**src/rtl/if_fetch.sv**
```systemverilog
// Instruction fetch stage: issues in-order memory requests and
// buffers returned instructions for the IF/ID register.
module if_fetch #(
    parameter logic [31:0] RESET_PC = 32'h0000_0000
) (
    input  logic        clk,
    input  logic        rst_n,
    input  logic        IF_stall,
    input  logic        IF_flush,
    input  logic [31:0] branch_target_i,
    output logic        imem_req_o,
    output logic [31:0] imem_addr_o,
    input  logic        imem_ack_i,
    input  logic        imem_rvalid_i,
    input  logic [31:0] imem_rdata_i,
    output logic [31:0] PC_o,
    output logic [31:0] instruction_o,
    output logic        valid_o
);

    logic [31:0] pc_q;
    logic [31:0] fb_pc  [4];
    logic [31:0] fb_ins [4];
    logic [1:0]  head_q;
    logic [1:0]  tail_q;
    logic [2:0]  occ_q;
    logic [1:0]  live_q;
    logic [1:0]  drop_q;
    logic [31:0] pq [2];
    logic        pq_head_q;
    logic        pq_tail;

    logic        xfer;
    logic        resp_live;
    logic        resp_drop;
    logic        resp_any;
    logic        push;
    logic        pop;
    logic [3:0]  occ_live;
    logic [2:0]  live_drop;
    logic [31:0] pc_d;
    logic [2:0]  occ_d;
    logic [1:0]  live_d;
    logic [1:0]  drop_d;

    // Request gating and response classification from registered counts only.
    always_comb begin
        occ_live   = {1'b0, occ_q} + {2'b00, live_q};
        live_drop  = {1'b0, live_q} + {1'b0, drop_q};
        imem_req_o = rst_n && (occ_live < 4'd4) && (live_drop < 3'd2)
                     && !IF_flush;
        xfer       = imem_req_o && imem_ack_i;
        // A response with nothing outstanding is stray and ignored entirely.
        resp_drop  = imem_rvalid_i && (drop_q != 2'd0);
        resp_live  = imem_rvalid_i && (drop_q == 2'd0) && (live_q != 2'd0);
        resp_any   = resp_drop || resp_live;
        push       = resp_live && !IF_flush;
        pop        = (occ_q != 3'd0) && !IF_stall && !IF_flush;
        // New requests go behind the live entries of the PC queue.
        pq_tail    = pq_head_q ^ live_q[0];
    end

    // Next-state for fetch PC and the occupancy / outstanding counters.
    always_comb begin
        pc_d   = pc_q;
        occ_d  = occ_q;
        live_d = live_q;
        drop_d = drop_q;
        if (IF_flush) begin
            pc_d   = branch_target_i;
            occ_d  = 3'd0;
            live_d = 2'd0;
            // Everything still in flight, minus what returns now, is stale.
            drop_d = drop_q + live_q - {1'b0, resp_any};
        end else begin
            if (xfer) begin
                pc_d = pc_q + 32'd4;
            end
            occ_d  = occ_q + {2'b00, push} - {2'b00, pop};
            live_d = live_q + {1'b0, xfer} - {1'b0, resp_live};
            drop_d = drop_q - {1'b0, resp_drop};
        end
    end

    // Control state registers.
    always_ff @(posedge clk or negedge rst_n) begin
        if (!rst_n) begin
            pc_q      <= RESET_PC;
            occ_q     <= 3'd0;
            live_q    <= 2'd0;
            drop_q    <= 2'd0;
            head_q    <= 2'd0;
            tail_q    <= 2'd0;
            pq_head_q <= 1'b0;
        end else begin
            pc_q   <= pc_d;
            occ_q  <= occ_d;
            live_q <= live_d;
            drop_q <= drop_d;
            if (IF_flush) begin
                head_q <= 2'd0;
                tail_q <= 2'd0;
            end else begin
                if (push) begin
                    tail_q <= tail_q + 2'd1;
                end
                if (pop) begin
                    head_q <= head_q + 2'd1;
                end
            end
            if (resp_live) begin
                pq_head_q <= ~pq_head_q;
            end
        end
    end

    // Fetch buffer and request-PC queue storage.
    always_ff @(posedge clk or negedge rst_n) begin
        if (!rst_n) begin
            for (int i = 0; i < 4; i++) begin
                fb_pc[i]  <= 32'd0;
                fb_ins[i] <= 32'd0;
            end
            pq[0] <= 32'd0;
            pq[1] <= 32'd0;
        end else begin
            if (push) begin
                fb_pc[tail_q]  <= pq[pq_head_q];
                fb_ins[tail_q] <= imem_rdata_i;
            end
            if (xfer) begin
                pq[pq_tail] <= pc_q;
            end
        end
    end

    // Head entry to the decode stage; bubble when the buffer is empty.
    always_comb begin
        valid_o       = (occ_q != 3'd0);
        imem_addr_o   = pc_q;
        PC_o          = valid_o ? fb_pc[head_q] : 32'd0;
        instruction_o = valid_o ? fb_ins[head_q] : 32'd0;
    end

endmodule
```
**config.mk**
```make
export PLATFORM = sky130hd
export DESIGN_NAME = if_fetch
export DESIGN_NICKNAME = d
export VERILOG_FILES = /design/src/rtl/if_fetch.sv
export SDC_FILE = /design/constraint.sdc
export NUM_CORES = 1
export LEC_CHECK = 0
export ABC_AREA = 0
export CORE_MARGIN = 5
export CORE_UTILIZATION = 55
export DETAILED_ROUTE_END_ITERATION = 10
export HOLD_SLACK_MARGIN = 0.12
export PLACE_DENSITY = 0.77
export REMOVE_ABC_BUFFERS = 1
export SLEW_MARGIN = 20
export SYNTH_ARGS = -nofsm -noshare
export SYNTH_HDL_FRONTEND = slang
export SYNTH_SLANG_ARGS = --single-unit
```
**constraint.sdc**
```tcl
create_clock -name clk -period 3.8 [get_ports clk]
set_clock_uncertainty 0.05 [all_clocks]
set_input_delay 1.14 -clock clk [delete_from_list [all_inputs] [get_ports clk]]
set_output_delay 1.14 -clock clk [all_outputs]
set_load 0.005 [all_outputs]
```
* After elaboration in Yosys (flattened, before gate mapping)
Cells that the tools add are included.
** Cells by class
- Add/sub/neg operators :: 12
- Order comparisons :: 8
- Multiplexer cells :: 27
- Bitwise logic cells :: 6
- Reduce and logical (&&, ||, !) cells :: 22
** Operators with widths (count)
- two-way mux 32 bit :: 13
- bitwise mux 128 bit :: 2
- binary-select mux 32 bit (select 2 bit) :: 2
- bitwise mux 64 bit :: 1
- demux 32 bit (select 2 bit) :: 1
- adder 32 x 3 -> 32 bit (second input constant) :: 1
- demux 32 bit (select 1 bit) :: 1
- logical AND 1 bit :: 12
- two-way mux 2 bit :: 6
- nonzero test 2 bit :: 5
- >= comparator 3 bit (second input constant) :: 2
- NOT 2 -> 3 bit :: 2
- subtractor 2 x 1 -> 2 bit :: 3
- adder 2 x 1 -> 2 bit (second input constant) :: 2
- adder 3 x 2 -> 4 bit :: 1
- >= comparator 2 bit (second input constant) :: 2
- less-than comparator 4 x 3 -> 1 bit (second input constant) :: 1
- NOT 1 -> 2 bit :: 2
- adder 2 x 2 -> 3 bit :: 1
- adder 3 x 1 -> 3 bit :: 1
- less-than comparator 3 x 1 -> 1 bit (second input constant) :: 1
- less-than comparator 3 x 2 -> 1 bit (second input constant) :: 1
- two-way mux 3 bit :: 1
- nonzero test 3 bit :: 1
- other kinds (9) :: 10
** Storage, ports and cells
- Bits in registers :: 364
- Input port bits :: 70
- Output and inout bits :: 98
- Word-level logic and storage cells :: 92

* Longest topological paths before layout
- Word-level depth :: 9
- Depth in mapped cells :: 12
- Gate-level depth less buffers :: 10

* Worst setup path after synthesis
Ideal clock, no wire load.
- Path type :: input to register
- Start point :: in IF_flush
- End point :: reg occ_q[2]
- Setup time :: 0.132 ns
- Arrival :: 2.821 ns
- Data required time :: 3.618 ns
- Path slack :: 0.798 ns
- Cell stages on the path :: 10
- Buffers on the path :: 2
- Cells stage by stage :: clkbuf_1 -> clkbuf_1 -> nor3_1 -> ha_1 -> inv_1 -> ha_1 -> inv_1 -> fa_1 -> xnor2_1 -> nor2_1
** Between the ends
- Word-level cells in the longest chain between the ends :: 5
- Elaborated cells between the ends (all ways) :: 6
- Those cells by class :: add/sub (2); mux (1); reduce/logical (3)
** Ends and longest elaborated chain
- from (decl) :: RTL line 9 : input logic IF_flush,
- logical NOT 1 bit :: RTL line 57, 58
- logical AND 1 bit :: RTL line 57 : push = resp_live && !IF_flush;
- adder 3 x 1 -> 3 bit :: RTL line 79 : occ_d = occ_q + {2'b00, push} - {2'b00, pop};
- subtractor 3 x 1 -> 3 bit :: RTL line 79
- two-way mux 3 bit * :: RTL line 69 : if (IF_flush) begin
- via occ_d[2] :: RTL line 42 : logic [2:0] occ_d;
- to (signal assigned) :: RTL line 89 : occ_q <= 3'd0;
- to (signal assigned) :: RTL line 97 : occ_q <= occ_d;
- to (decl) :: RTL line 26 : logic [2:0] occ_q;
The timed path passes the listed nets; every way through them passes the cells marked *.
A chain may end at the register's enable or synchronous reset.

* Final worst setup path
- Start point :: reg drop_q[0]
- End point :: out imem_req_o
** Between the ends
- Word-level cells in the longest chain between the ends :: 4
** Ends and longest elaborated chain
- from (decl) :: RTL line 28 : logic [1:0] drop_q;
- from (signal assigned) :: RTL line 99 : drop_q <= drop_d;
- adder 2 x 2 -> 3 bit :: RTL line 49 : live_drop = {1'b0, live_q} + {1'b0, drop_q};
- less-than comparator 3 x 2 -> 1 bit :: RTL line 50 : imem_req_o = rst_n && (occ_live < 4'd4) && (live_drop < 3'd2)
- logical AND 1 bit :: RTL line 50
- logical AND 1 bit :: RTL line 51 : && !IF_flush;
- to (decl) :: RTL line 11 : output logic imem_req_o,
Every way passes these cells.

==> reports/qor.csv <==
stage,metric,value,unit
worst_setup_path,r2r_start,drop_q[0],
flow_run,drv_cap,0,
floorplan,ios,168,
clock_network,cts_buffers,38,
synthesis,synth_area,16600,µm²
floorplan,core_area,29700,µm²
global_routing,first_global_vias,11800,
floorplan,die_area,33800,µm²
cells_and_area,instances_no_fill,1894,
synthesis,netlist_instances,1322,
floorplan,num_rows,63,
sta,whs,451,ps
synthesis,yosysUniqueCellTypes,42,
cells_and_area,n_antenna_cell,0,
worst_setup_path,cp.required,2610,ps
clock_network,clock-sinks,364,
cells_and_area,nFillCells,2095,
sta,setup_viol,0,
worst_setup_path,end_kind,output pin,
synthesis,async_flop_share,1.00,
cells_and_area,post_route_cells_drive_above_1_share,0.257,
detailed_routing,wirelength,37.8,mm
detailed_routing,ant_nets,0,
detailed_routing,via_per_inst,5.84,
outcome,status,"finished, final reports clean",
sta,grt_setup_unrepaired,true,
pwr,power_density,571,nW/µm²
worst_setup_path,critPathLaunch,drop_q[0],
sta,max_slew_margin,0.367,
sta,fin_tns_setup,0,ps
synthesis,ys_seq_elements,364,
global_routing,grt_usage,0.229,
synthesis,ys.flop_type,dfrtp_1,
sta,fin_crit_sh,0.988,
cells_and_area,syn_to_final_growth,21.4,%
clock_network,ctsHoldBuffers,0,
placement,place.detailed.hpwl,24.8,mm
placement,io_buffers,167,
detailed_routing,dr.pass1.iters,5,
worst_setup_path,worstSetupPathType,reg2out,
synthesis,yosys_warnings,0,
floorplan,fp.dieW,184,µm
placement,place_congestion,0.803,
sta,worst_slew_pin_slew,946,ps
pwr,p_leak,0.00918,µW
cells_and_area,nNetsFinal,1563,
detailed_routing,vias,11100,
global_routing,grt_max_degree,147,
min_path,worstHoldStart,fb_ins[125],
placement,place_inst,1826,
synthesis,synth_edf_count,0,
worst_setup_path,path_max_fanout,4,
global_routing,grt_pass1_wl,62.7,mm
clock_network,clkLatencyLatePin,520,ps
clock_network,htreeDepth,2,
clock_network,cts_tree,built,
sta,fmax,266,MHz
sta,drv_slew,0,
detailed_routing,wl_per_cell,20.0,µm
detailed_routing,drc,0,
worst_setup_path,startpoint_type,flip-flop,
sta,hold_violations,0,
floorplan,die-height,184,µm
sta,layout_min_cycle_time,3760,ps
synthesis,synth_seq_area_share,0.548,
synthesis,syn_avg_cell_area,12.6,µm²
global_routing,antenna_found_initial,1,
global_routing,grt-ovfl-total,0,
floorplan,initial_core_util,0.560,
detailed_routing,drt_iter0_drc,816,
clock_network,cts_root_buf,clkbuf_16,
worst_setup_path,cp.arrival,2570,ps
pwr,ir_worst_vdd,0.294,mV
min_path,holdCritPathClass,reg2reg,
clock_network,cts_max_path_buffers,3,
clock_network,path_clk_slew,60,ps
[sequential cells by signal, indices dropped and copies added (netlist names)]
register     flops
occ_q            3
imem_addr_o     32
fb_ins         128
head_q           2
pq              64
drop_q           2
pq_head_q        1
tail_q           2
fb_pc          128
live_q           2
[power breakdown]
part           switching (µW)  internal [µW]  total [µW]
clock                    1490           2320        3810
combinational            1270           1480        2740
sequential                470           4490        4960
[kinds of logic after synthesis]
logic type	share of synthesized area
AOI/OAI and AO/OA	0.0630
xor gates and xnor gates	0.00895
adders and majority gates	0.0129
buffers and inverters	0.0347
DFF	0.548
muxes	0.239
and+or+nand+nor	0.0935
[cells in the mapped netlist, types with 17 or more instances]
| master | count | area, µm² |
|---|---|---|
| dfrtp_1 | 364 | 9110 |
| mux2_2 | 194 | 2180 |
| nor2_1 | 154 | 578 |
| a21oi_1 | 134 | 671 |
| and2_1 | 67 | 419 |
| mux4_2 | 64 | 1440 |
| nand2_1 | 51 | 191 |
| buf_2 | 44 | 220 |
| mux2i_1 | 35 | 350 |
| o21ai_0 | 28 | 140 |
| clkbuf_1 | 25 | 93.8 |
| nand3_1 | 17 | 85.1 |
[cells in the final DEF, fill, tap and decap left out, types with 10 or more instances in the layout]
| cell | instances |
|---|---|
| nand3_1 | 17 |
| clkinv_2 | 13 |
| mux4_2 | 64 |
| nand2_1 | 49 |
| o21ai_0 | 28 |
| nor2_1 | 154 |
| mux2i_1 | 35 |
| ha_1 | 14 |
| buf_4 | 23 |
| dfrtp_1 | 361 |
| nand4_1 | 11 |
| xnor2_1 | 10 |
| and2_1 | 67 |
| buf_12 | 19 |
| clkdlybuf4s50_1 | 165 |
| inv_1 | 12 |
| mux2_2 | 194 |
| a21oi_1 | 134 |
| clkbuf_16 | 41 |
[per-stage QoR]
step           setup slack [ps]  total power, µW   util  instance area [µm²]
5_1_grt                   -98.1            12100  0.679                20200
2_1_floorplan              -807             6610      -                16100
4_1_cts                    14.2            11600  0.678                20200
3_3_place_gp                315             7630  0.634                18800
3_5_place_dp                318             7750  0.634                18800
6_report                   44.5            11500  0.679                20200
[repair_timing]
| action | CTS | global route |
|---|---|---|
| setup endpoints to repair | 43 | 47 |
| pin swaps | 0 | 0 |
| gates resized for setup | 0 | 2 |
| setup buffers | 1 | 0 |
[layer usage]
| metal | vias up | track usage | part of all wire |
|---|---|---|---|
| li1 | 5012 | - | - |
| met4 | 0 | 0.0458 | 0.015 |
| met2 | 347 | 0.380 | 0.49 |
| met3 | 46 | 0.0443 | 0.063 |
| met5 | - | 0 | 0 |
| met1 | 5659 | 0.321 | 0.43 |
[cell type report]
type	count	area, µm²	area share
multi-input cells	849	6990	0.346
clock inverters	18	194	0.00961
flip-flops and latches	364	9120	0.452
inverters	14	52.6	0.00260
well taps	390	488	0.0242
clock buffers	49	1110	0.0548
repair buffers	210	2240	0.111
[final timing paths]
check,end,slack (ps),depth (start not counted)
hold / removal,fb_ins[125],450,1
max in group asynchronous,head_q[0],1670,3
setup reg to reg,live_q[1],830,10
hold reg to reg,fb_ins[125],450,1
setup / recovery,imem_req_o,40,5
min in group asynchronous,fb_ins[94],730,2
[worst max-delay path, cell delays in order (launching register included)]
cell and delay [ps]:
dfrtp_1 430, and2_1 170, fa_1 490, nor4b_4 260, and3_1 190, clkdlybuf4s50_1 510
(Power assumes the default switching activity.)
